**src/rtl/led_sched_pkg.sv**
```systemverilog
// led_sched_pkg: source indices, pattern geometry, FSM encoding and grant decode for the LED scheduler
package led_sched_pkg;

    localparam int NUM_SRC = 3;
    localparam int PAT_LEN = 8;

    localparam int SRC_HB  = 0;
    localparam int SRC_ACT = 1;
    localparam int SRC_ERR = 2;

    typedef enum logic [1:0] {IDLE, OWN, HOLD} state_e;

    // Highest set bit wins, so this decodes a one-hot grant and also picks the winner of a request vector
    function automatic logic [1:0] gnt_to_idx(input logic [NUM_SRC-1:0] gnt);
        return gnt[SRC_ERR] ? 2'(SRC_ERR) : gnt[SRC_ACT] ? 2'(SRC_ACT) : 2'(SRC_HB);
    endfunction

endpackage

```
**src/rtl/led_status_scheduler_if.sv**
```systemverilog
// led_status_scheduler_if: status-source requests and patterns in, grant and LED pins out
interface led_status_scheduler_if;
    import led_sched_pkg::*;

    logic [NUM_SRC-1:0]         REQ;
    logic [NUM_SRC*PAT_LEN-1:0] LED1_PAT;
    logic [NUM_SRC*PAT_LEN-1:0] LED2_PAT;
    logic [3:0]                 DIM;
    logic [NUM_SRC-1:0]         GNT;
    logic                       BUSY;
    logic                       LED1;
    logic                       LED2;

    modport master (output REQ, LED1_PAT, LED2_PAT, DIM, input GNT, BUSY, LED1, LED2);
    modport slave  (input REQ, LED1_PAT, LED2_PAT, DIM, output GNT, BUSY, LED1, LED2);

endinterface

```
**src/rtl/led_tick_gen.sv**
```systemverilog
// led_tick_gen: free-running prescaler, TICK is high one cycle in every TICK_DIV
module led_tick_gen #(
    parameter int TICK_DIV = 6250000
) (
    input  logic CLK,
    input  logic RST,
    output logic TICK
);

    localparam int CW = $clog2(TICK_DIV);

    logic [CW-1:0] cnt_q, cnt_d;

    // Flag the last count of the period and wrap back to zero there
    always_comb begin
        TICK  = cnt_q == CW'(TICK_DIV - 1);
        cnt_d = TICK ? '0 : cnt_q + 1'b1;
    end

    // Prescaler count register
    always_ff @(posedge CLK or posedge RST) begin
        if (RST) cnt_q <= '0;
        else     cnt_q <= cnt_d;
    end

endmodule

```
**src/rtl/led_status_scheduler.sv**
```systemverilog
// led_status_scheduler: priority arbiter with minimum hold that plays the owner's blink pattern on two LEDs
// Optional PWM dimming through DIM when LED_DIM_EN is defined
module led_status_scheduler
    import led_sched_pkg::*;
#(
    parameter int TICK_DIV = 6250000,
    parameter int MIN_HOLD = 4
) (
    input  logic CLK,
    input  logic RST,
    led_status_scheduler_if.slave bus
);

    localparam int HW = MIN_HOLD > 0 ? $clog2(MIN_HOLD + 1) : 1;

    state_e             state_q, state_d;
    logic [NUM_SRC-1:0] gnt_q, gnt_d, win_oh;
    logic [2:0]         phase_q, phase_d;
    logic [HW-1:0]      hold_q, hold_d;
    logic               busy_q, busy_d;
    logic               led1_q, led1_d;
    logic               led2_q, led2_d;
    logic [1:0]         own_idx, win_idx;
    logic               tick, new_gnt, dim_on;

    led_tick_gen #(.TICK_DIV(TICK_DIV)) u_tick (
        .CLK  (CLK),
        .RST  (RST),
        .TICK (tick)
    );

`ifdef LED_DIM_EN
    logic [3:0] pwm_q, pwm_d;

    // PWM phase advances every clock; a lit LED is on only while the phase is within DIM
    always_comb begin
        pwm_d  = pwm_q + 1'b1;
        dim_on = pwm_q <= bus.DIM;
    end

    // PWM phase register
    always_ff @(posedge CLK or posedge RST) begin
        if (RST) pwm_q <= '0;
        else     pwm_q <= pwm_d;
    end
`else
    logic unused_dim;
    assign unused_dim = ^bus.DIM;
    assign dim_on     = 1'b1;
`endif

    assign own_idx = gnt_to_idx(gnt_q);
    assign win_idx = gnt_to_idx(bus.REQ);
    assign win_oh  = (|bus.REQ) ? (NUM_SRC'(1) << win_idx) : '0;

    // Arbitration: a higher request preempts at once, the owner lets go only after its hold expires
    always_comb begin
        state_d = state_q;
        gnt_d   = gnt_q;
        if (state_q == IDLE) begin
            if (|bus.REQ) begin
                state_d = OWN;
                gnt_d   = win_oh;
            end
        end else if (win_idx > own_idx || (!bus.REQ[own_idx] && hold_q == '0)) begin
            state_d = (|bus.REQ) ? OWN : IDLE;
            gnt_d   = win_oh;
        end else begin
            state_d = bus.REQ[own_idx] ? OWN : HOLD;
        end
        new_gnt = gnt_d != gnt_q && |gnt_d;
        phase_d = gnt_d != gnt_q ? '0 : phase_q + 3'(tick);
        hold_d  = new_gnt ? HW'(MIN_HOLD) : hold_q - HW'(tick && hold_q != '0);
        busy_d  = |gnt_d;
    end

    // LED drive from the current owner's live pattern; dark when nobody owns the LEDs
    always_comb begin
        led1_d = 1'b0;
        led2_d = 1'b1;
        if (|gnt_q) begin
            led1_d = bus.LED1_PAT[{own_idx, phase_q}] & dim_on;
            led2_d = ~(bus.LED2_PAT[{own_idx, phase_q}] & dim_on);
        end
    end

    // State, grant, step, hold and output registers
    always_ff @(posedge CLK or posedge RST) begin
        if (RST) begin
            state_q <= IDLE;
            gnt_q   <= '0;
            phase_q <= '0;
            hold_q  <= '0;
            busy_q  <= 1'b0;
            led1_q  <= 1'b0;
            led2_q  <= 1'b1;
        end else begin
            state_q <= state_d;
            gnt_q   <= gnt_d;
            phase_q <= phase_d;
            hold_q  <= hold_d;
            busy_q  <= busy_d;
            led1_q  <= led1_d;
            led2_q  <= led2_d;
        end
    end

    assign bus.GNT  = gnt_q;
    assign bus.BUSY = busy_q;
    assign bus.LED1 = led1_q;
    assign bus.LED2 = led2_q;

endmodule

```
**src/flat_wrapper.sv**
```systemverilog
// flat-port wrapper written by rule: the top's interface ports become plain ports
module led_status_scheduler_flat import led_sched_pkg::*;
#(
    parameter int TICK_DIV = 6250000,
    parameter int MIN_HOLD = 4
)
  (CLK, RST, bus_REQ, bus_LED1_PAT, bus_LED2_PAT, bus_DIM, bus_GNT, bus_BUSY, bus_LED1, bus_LED2);
  led_status_scheduler_if bus_i ();
  input  logic CLK;
  input  logic RST;
  input wire logic [$bits(bus_i.REQ)-1:0] bus_REQ;
  input wire logic [$bits(bus_i.LED1_PAT)-1:0] bus_LED1_PAT;
  input wire logic [$bits(bus_i.LED2_PAT)-1:0] bus_LED2_PAT;
  input wire logic [$bits(bus_i.DIM)-1:0] bus_DIM;
  output wire logic [$bits(bus_i.GNT)-1:0] bus_GNT;
  output wire logic [$bits(bus_i.BUSY)-1:0] bus_BUSY;
  output wire logic [$bits(bus_i.LED1)-1:0] bus_LED1;
  output wire logic [$bits(bus_i.LED2)-1:0] bus_LED2;
  assign bus_i.REQ = bus_REQ;
  assign bus_i.LED1_PAT = bus_LED1_PAT;
  assign bus_i.LED2_PAT = bus_LED2_PAT;
  assign bus_i.DIM = bus_DIM;
  assign bus_GNT = bus_i.GNT;
  assign bus_BUSY = bus_i.BUSY;
  assign bus_LED1 = bus_i.LED1;
  assign bus_LED2 = bus_i.LED2;
  led_status_scheduler #(.TICK_DIV(TICK_DIV), .MIN_HOLD(MIN_HOLD)) u_core (.CLK(CLK), .RST(RST), .bus(bus_i));
endmodule
```
**config.mk**
```make
export PLATFORM = sky130hd
export DESIGN_NAME = led_status_scheduler_flat
export DESIGN_NICKNAME = d
export VERILOG_FILES = /design/src/rtl/led_sched_pkg.sv /design/src/rtl/led_status_scheduler_if.sv /design/src/rtl/led_tick_gen.sv /design/src/rtl/led_status_scheduler.sv /design/src/flat_wrapper.sv
export SDC_FILE = /design/constraint.sdc
export NUM_CORES = 1
export LEC_CHECK = 0
export CORE_AREA = 2 2 80 82
export DETAILED_ROUTE_END_ITERATION = 10
export DIE_AREA = 0 0 82 84
export DONT_BUFFER_PORTS = 1
export GPL_TIMING_DRIVEN = 0
export SLEW_MARGIN = 20
export SYNTH_ARGS = -nofsm -noshare
export SYNTH_HDL_FRONTEND = slang
export SYNTH_SLANG_ARGS = --single-unit
```
**constraint.sdc**
```tcl
create_clock -name CLK -period 2.2 [get_ports CLK]
set_input_delay 0.11 -clock CLK [delete_from_list [all_inputs] [get_ports CLK]]
set_output_delay 0.11 -clock CLK [all_outputs]
set_load 0.03 [all_outputs]
```
==> run metrics, run 1 <==
outcome finished, final reports clean; Num CTS Buffers 5; WL/cell 14.9 um; final clock skew 0.00618 ns; initial DRC count 88; CP max stage delay 0.48 ns; worst path cell trace buf_8 -> clkinvlp_4 -> ha_4 -> nor2b_4 -> o21a_1 -> o31a_1 -> or2_4 -> a211o_1; vias in the first global route 1802; PD cells 789 nW/um2; router iterations before antenna repair 6; DPL Wire Length 3.51 mm; type of origin of the critical path flip-flop; # Max-Cap Violations 0; Worst setup endpoint u_core.bus.BUSY; GRT Overall Usage 0.156; CP max-delay cell dfrtp_2; total negative slack 0 ns; io pins 63; RR Endpoint u_core.bus.BUSY; period utilization 0.997; Syn Nets 295; Hold Path Class in2reg; maximum vdd ir drop 582 uV; crit end category flip-flop; vias 1744; starting density of the core 0.380; FP Rows 29; worst r2r src u_core.bus.GNT[2]; register-to-register setup slack 0.007 ns; Min Hold Slack 0.0660 ns; initial antenna violation count 0; clk buf depth 2; Worst Tran Pin Value 0.530 ns; worst slack at placement -0.215 ns; Port Buffers 0; Overall Power 2.10 mW; critical path class reg2reg; Seq/Total Area, Yosys 0.401; pin count of the biggest net entering global routing 23; post-synth design cell area 2310 um2; first-pass GRT wire length 8.41 mm; FFs w/ async S/R, synth 1.00; Syn Area/Cell 10.0 um2; FF+latch count, synth 37; CTS root buf clkbuf_8; Top FF cell, synth dfrtp_1; Net count, final 310; Max Slew Vio Count 0; Crit path arrival time 2.37 ns; routed wire length 4.84 mm; Clock Sink Count 37; R2R cell count 8; P_leak 1.14 nW; Final WS setup 0.00697 ns; Yosys top cell area share 0.389; TritonCTS clock tree built; post-route minimum period 2.19 ns; number of synthesized flops with an enable pin 0; final hold violation count 0; Slew headroom 0.644; maximum clock frequency 0.456 GHz; die area 6890 um2; most frequent cells in the layout dfrtp_1, nor2_1, nand2_1; Clock transition at path regs 0.08 ns; gr ovfl total 0; unrepaired setup endpoints after global routing yes; H-tree levels 2; Synth area leaders dfrtp_1, mux4_2, xor2_1; GPL Wtd Cong 0.776; drc violations 0; die width 82 um; vias per cell 5.38; die height 84 um; layout cells sized above 1 0.194; Post-DRT Antenna Nets 0; Setup crit start u_core.bus.GNT[2]; Synth cell types 46; yosys warns 0; final setup fails 0; Area growth syn-to-layout 15.1%; cell accounting for the most synthesized area dfrtp_1; worst-path fanout max 3; commonest non-fill, non-tap cell in the layout dfrtp_1; cells after synthesis 231; Core ar. 6100 um2; n_diodes 0; Clock Latency Late Sink 0.29 ns; Worst Path Required 2.37 ns
[area by class of cell]
type	count	area [um2]
multi-input combinational	177	1380
fill	587	3430
timing repair buffer	8	85.1
sequential	37	930
buffer	8	56.3
inverter	9	37.5
clock inverter	2	10.0
tap	77	96.3
clock buffer	6	72.6
[where the power goes]
| group | internal [mW] | switching (mW) |
|---|---|---|
| Sequential | 0.749 | 0.136 |
| Combinational | 0.373 | 0.381 |
| Clock | 0.220 | 0.243 |
[sequential cells by signal (all words and copies together) (netlist names)]
| name | cells |
|---|---|
| u_core.state_q | 2 |
| u_core.phase_q | 3 |
| u_core.bus.BUSY | 1 |
| u_core.bus.GNT | 3 |
| u_core.hold_q | 3 |
| u_core.bus.LED2 | 1 |
| u_core.u_tick.cnt_q | 23 |
| u_core.bus.LED1 | 1 |
[worst min path at each step]
stage | from | endpoint | cells after the start
4_1_cts | bus_REQ[0] | u_core.bus.GNT[1] | 3
5_1_grt | bus_REQ[1] | u_core.bus.GNT[0] | 2
3_3_place_gp | bus_REQ[1] | u_core.bus.GNT[1] | 2
3_5_place_dp | RST | u_core.u_tick.cnt_q[5] | 1
6_report | bus_REQ[0] | u_core.bus.GNT[1] | 3
2_1_floorplan | bus_REQ[1] | u_core.bus.GNT[1] | 2
[per-layer routing]
layer  GRT usage  vias to the layer above  part of all wire
met5           0                        -                 0
met4      0.0409                        0            0.0083
met3      0.0346                        6             0.051
met2       0.240                       45              0.47
met1       0.219                      836              0.47
li1            -                      857                 -
[worst max-delay path, delay by kind of cell (launching register included)]
| kind | cells | cell delay, ns |
|---|---|---|
| fa+ha+maj | 1 | 0.23 |
| compound gates | 3 | 0.73 |
| buf+inv | 2 | 0.26 |
| flops | 1 | 0.48 |
| simple gates | 2 | 0.37 |
[kinds of logic (layout without fill, tap and decap cells)]
kind of cell               count (synthesis)  after routing  synth area share
adders and majority gates                  7              7            0.0378
muxes                                     20             20             0.135
DFF                                       37             37             0.401
xor gates and xnor gates                  20             20            0.0757
buffers and inverters                     17             33            0.0335
AOI/OAI and AO/OA                         30             30            0.0914
and+or+nand+nor                          100            100             0.226
[cell usage after synthesis (all sizes together), types with 2 or more instances]
master and instances:
o22ai 2, or2 2, ha 7, nor3 6
a21oi 6, nor2b 8, nor4 4, o211a 2
nand3 16, o21ai 7, mux2 4, nor2 25
a31oi 3, nand2 16, buf 5, a22o 2
and2 3, inv 9, dfrtp 36, mux2i 8
nand4 8, clkbuf 3, a22oi 2, and3 4
nand2b 2, xnor2 8, xor2 12, mux4 8
[timing repair]
action,4_1_cts,5_1_grt
pin swaps,3,2
setup endpoints to repair,6,8
endpoints found under the hold margin,37,0
setup buffers,5,0
resized for setup,6,9
hold buffers,2,0
[stage by stage]
stage	utilization	instances	area [um2]
finish	0.437	324	2660
detailed placement	0.402	309	2450
CTS	0.430	324	2620
global route	0.437	324	2660
global placement	0.397	308	2420
floorplan	-	231	2320
Note: power is estimated with default switching activity, not from simulation.
==> inputs of run 2 (changes only) <==
--- a/config.mk
+++ b/config.mk
@@ -7,8 +7,10 @@
 export LEC_CHECK = 0
 export CORE_AREA = 2 2 80 82
+export CTS_BUF_LIST = sky130_fd_sc_hd__clkbuf_4 sky130_fd_sc_hd__clkbuf_8
 export DETAILED_ROUTE_END_ITERATION = 10
 export DIE_AREA = 0 0 82 84
 export DONT_BUFFER_PORTS = 1
 export GPL_TIMING_DRIVEN = 0
+export PLACE_DENSITY_LB_ADDON = 0.3
 export SLEW_MARGIN = 20
 export SYNTH_ARGS = -nofsm -noshare
==> constraint.sdc (replaced) <==
create_clock -name CLK -period 2.2 [get_ports CLK]
set_input_delay 0.11 -clock CLK [delete_from_list [all_inputs] [get_ports CLK]]
set_output_delay 0.11 -clock CLK [all_outputs]
set_load 0.01 [all_outputs]
==> run 2 against run 1 <==
Net effect: utilization is 0.25 points lower; clock-buffer cell count rose by 1; wire length is 0.39% higher; register-to-register slack improved by 0.06 ns; via count stayed put; combinational power decreased by 1%; fmax is 2.7% higher.
==> run metrics, run 2 (synthesized netlist as in run 1, its figures left out) <==
Core ar. 6100 um2 (unchanged); first-pass GRT wire length 8.41 mm (unchanged); max reg flops 23 (unchanged); n_diodes 0 (unchanged); Overall Power 2.05 mW (was 2.10 mW); WL/cell 15.1 um (was 14.9 um); CP max stage delay 0.41 ns (was 0.48 ns); Gate power share 0.363 (was 0.359); critical path class reg2reg (unchanged); Net count, final 309 (was 310); Port Buffers 0 (unchanged); layout cells sized above 1 0.184 (was 0.194); FP Rows 29 (unchanged); final hold violation count 0 (unchanged); PD cells 775 nW/um2 (was 789 nW/um2); final clock skew 0.0125 ns (was 0.00618 ns); vias 1744 (unchanged); Clock Sink Count 37 (unchanged); initial antenna violation count 0 (unchanged); pin count of the biggest net entering global routing 24 (was 23); Post-DRT Antenna Nets 0 (unchanged); Num CTS Buffers 5 (unchanged); total negative slack 0 ns (unchanged); Area growth syn-to-layout 14.4% (was 15.1%); worst-path fanout max 5 (was 3); CTS root buf clkbuf_8 (unchanged); Psw 0.681 mW (was 0.759 mW); Slew headroom 0.677 (was 0.644); Finished Cell Area 2650 um2 (was 2660 um2); routed wire length 4.86 mm (was 4.84 mm); final setup fails 0 (unchanged); io pins 63 (unchanged); clock network power share 0.240 (was 0.220); Max Slew Vio Count 0 (unchanged); post-layout util 0.435 (was 0.437); # Max-Cap Violations 0 (unchanged); GPL Wtd Cong 0.808 (was 0.776); GRT Overall Usage 0.154 (was 0.156); TritonCTS clock tree built (unchanged); Largest Register u_core.u_tick.cnt_q (unchanged); crit end category flip-flop (unchanged); die area 6890 um2 (unchanged); Clock transition at path regs 0.08 ns (about the same); Worst Tran Pin Value 0.479 ns (was 0.530 ns); P_leak 1.14 nW (about the same); P_int 1.37 mW (was 1.34 mW); # fillers 598 (was 587); commonest non-fill, non-tap cell in the layout dfrtp_1 (unchanged); router iterations before antenna repair 4 (was 6); maximum vdd ir drop 486 uV (was 582 uV); Worst Path Required 2.36 ns (was 2.37 ns); worst slack at placement -0.223 ns (was -0.215 ns); Multi-input gate area 1360 um2 (was 1380 um2); Seq pwr share 0.397 (was 0.421); switch share 0.332 (was 0.361); Clock Latency Late Sink 0.28 ns (was 0.29 ns); vias in the first global route 1822 (was 1802); initial DRC count 63 (was 88); type of origin of the critical path flip-flop (unchanged); outcome finished, final reports clean (unchanged); maximum clock frequency 0.468 GHz (was 0.456 GHz); post-route minimum period 2.13 ns (was 2.19 ns); unrepaired setup endpoints after global routing yes (unchanged); drc violations 0 (unchanged); die height 84 um (unchanged); Final WS setup 0.0651 ns (was 0.00697 ns); Crit path arrival time 2.30 ns (was 2.37 ns); most frequent cells in the layout dfrtp_1, nor2_1, nand2_1 (unchanged); H-tree levels 2 (unchanged); DPL Wire Length 3.54 mm (was 3.51 mm); starting density of the core 0.380 (unchanged); Hold Path Class in2reg (unchanged); register area 928 um2 (was 930 um2); vias per cell 5.42 (was 5.38); clk buf depth 2 (unchanged); period utilization 0.970 (was 0.997); worst path cell trace buf_8 -> clkinvlp_4 -> ha_4 -> nor2b_4 -> o21a_1 -> o31a_1 -> or2_4 -> a211o_1 (unchanged); placed cell area 2440 um2 (was 2450 um2); CP max-delay cell dfrtp_2 (unchanged); gr ovfl total 0 (unchanged); die width 82 um (unchanged)
[run 2: changes by cell type in the layout (fill, tap and decap cells not counted), sizes merged]
cell / delta
clkbuf: +1
buf: -1
clkinv: -2
[run 2: path summary, 6_finish.rpt]
path	from	endpoint	slack [ns]	cells after the start
max	u_core.bus.GNT[2]	u_core.bus.BUSY	0.07	8
min	bus_REQ[1]	u_core.state_q[0]	0.06	2
max reg2reg	u_core.bus.GNT[2]	u_core.bus.BUSY	0.07	8
min reg2reg	u_core.u_tick.cnt_q[0]	u_core.u_tick.cnt_q[0]	0.49	1
max in group asynchronous	RST	u_core.bus.LED2	1.45	3
min in group asynchronous	RST	u_core.u_tick.cnt_q[18]	0.26	2
[run 2: worst max-delay path, delay by kind of cell, from the launching register on]
family / cells / cell delay, ns
compound gates: 3 / 0.72
flops: 1 / 0.41
simple gates: 2 / 0.38
fa+ha+maj: 1 / 0.26
buf+inv: 2 / 0.25
[run 2: area by class of cell]
type / instances / area share
clock buffer: 7 / 0.0340
buffer: 8 / 0.0213
inverter: 9 / 0.0142
timing repair buffer: 7 / 0.0293
multi-input combinational: 177 / 0.514
sequential: 37 / 0.350
tap: 77 / 0.0364
[run 2: timing repair]
| item | CTS | global route |
|---|---|---|
| buffers inserted | 3 | 1 |
| pin swaps | 1 | 0 |
| setup endpoints to repair | 6 | 8 |
| hold buffers | 2 | 0 |
| hold endpoints to repair | 24 | 0 |
| gates resized for setup | 7 | 8 |
| gates cloned | 0 | 0 |
[run 2: per-stage QoR]
stage / hold WS (ns) / cells
final: 0.0552 / 322
after global placement: 0.294 / 308
after CTS: 0.0588 / 321
after global routing: 0.0876 / 322
after floorplan: 0.275 / 231
after detailed placement: -0.00669 / 309
[run 2: power by group through the flow]
stage          registers, mW  clock network [mW]  logic [mW]
4_1_cts                0.812               0.510       0.658
2_1_floorplan          0.812                   0       0.442
3_5_place_dp           0.824                   0       0.555
3_3_place_gp           0.821                   0       0.540
6_report               0.814               0.493       0.745
5_1_grt                0.827               0.536       0.816
[run 2: layer usage]
layer,share of wire,track usage,wire length (um),vias up
met2,0.51,0.254,2490,32
met1,0.45,0.202,2180,847
met3,0.034,0.0368,166,2
li1,-,-,-,863
met5,0,0,0,-
met4,0.0047,0.0379,23,0
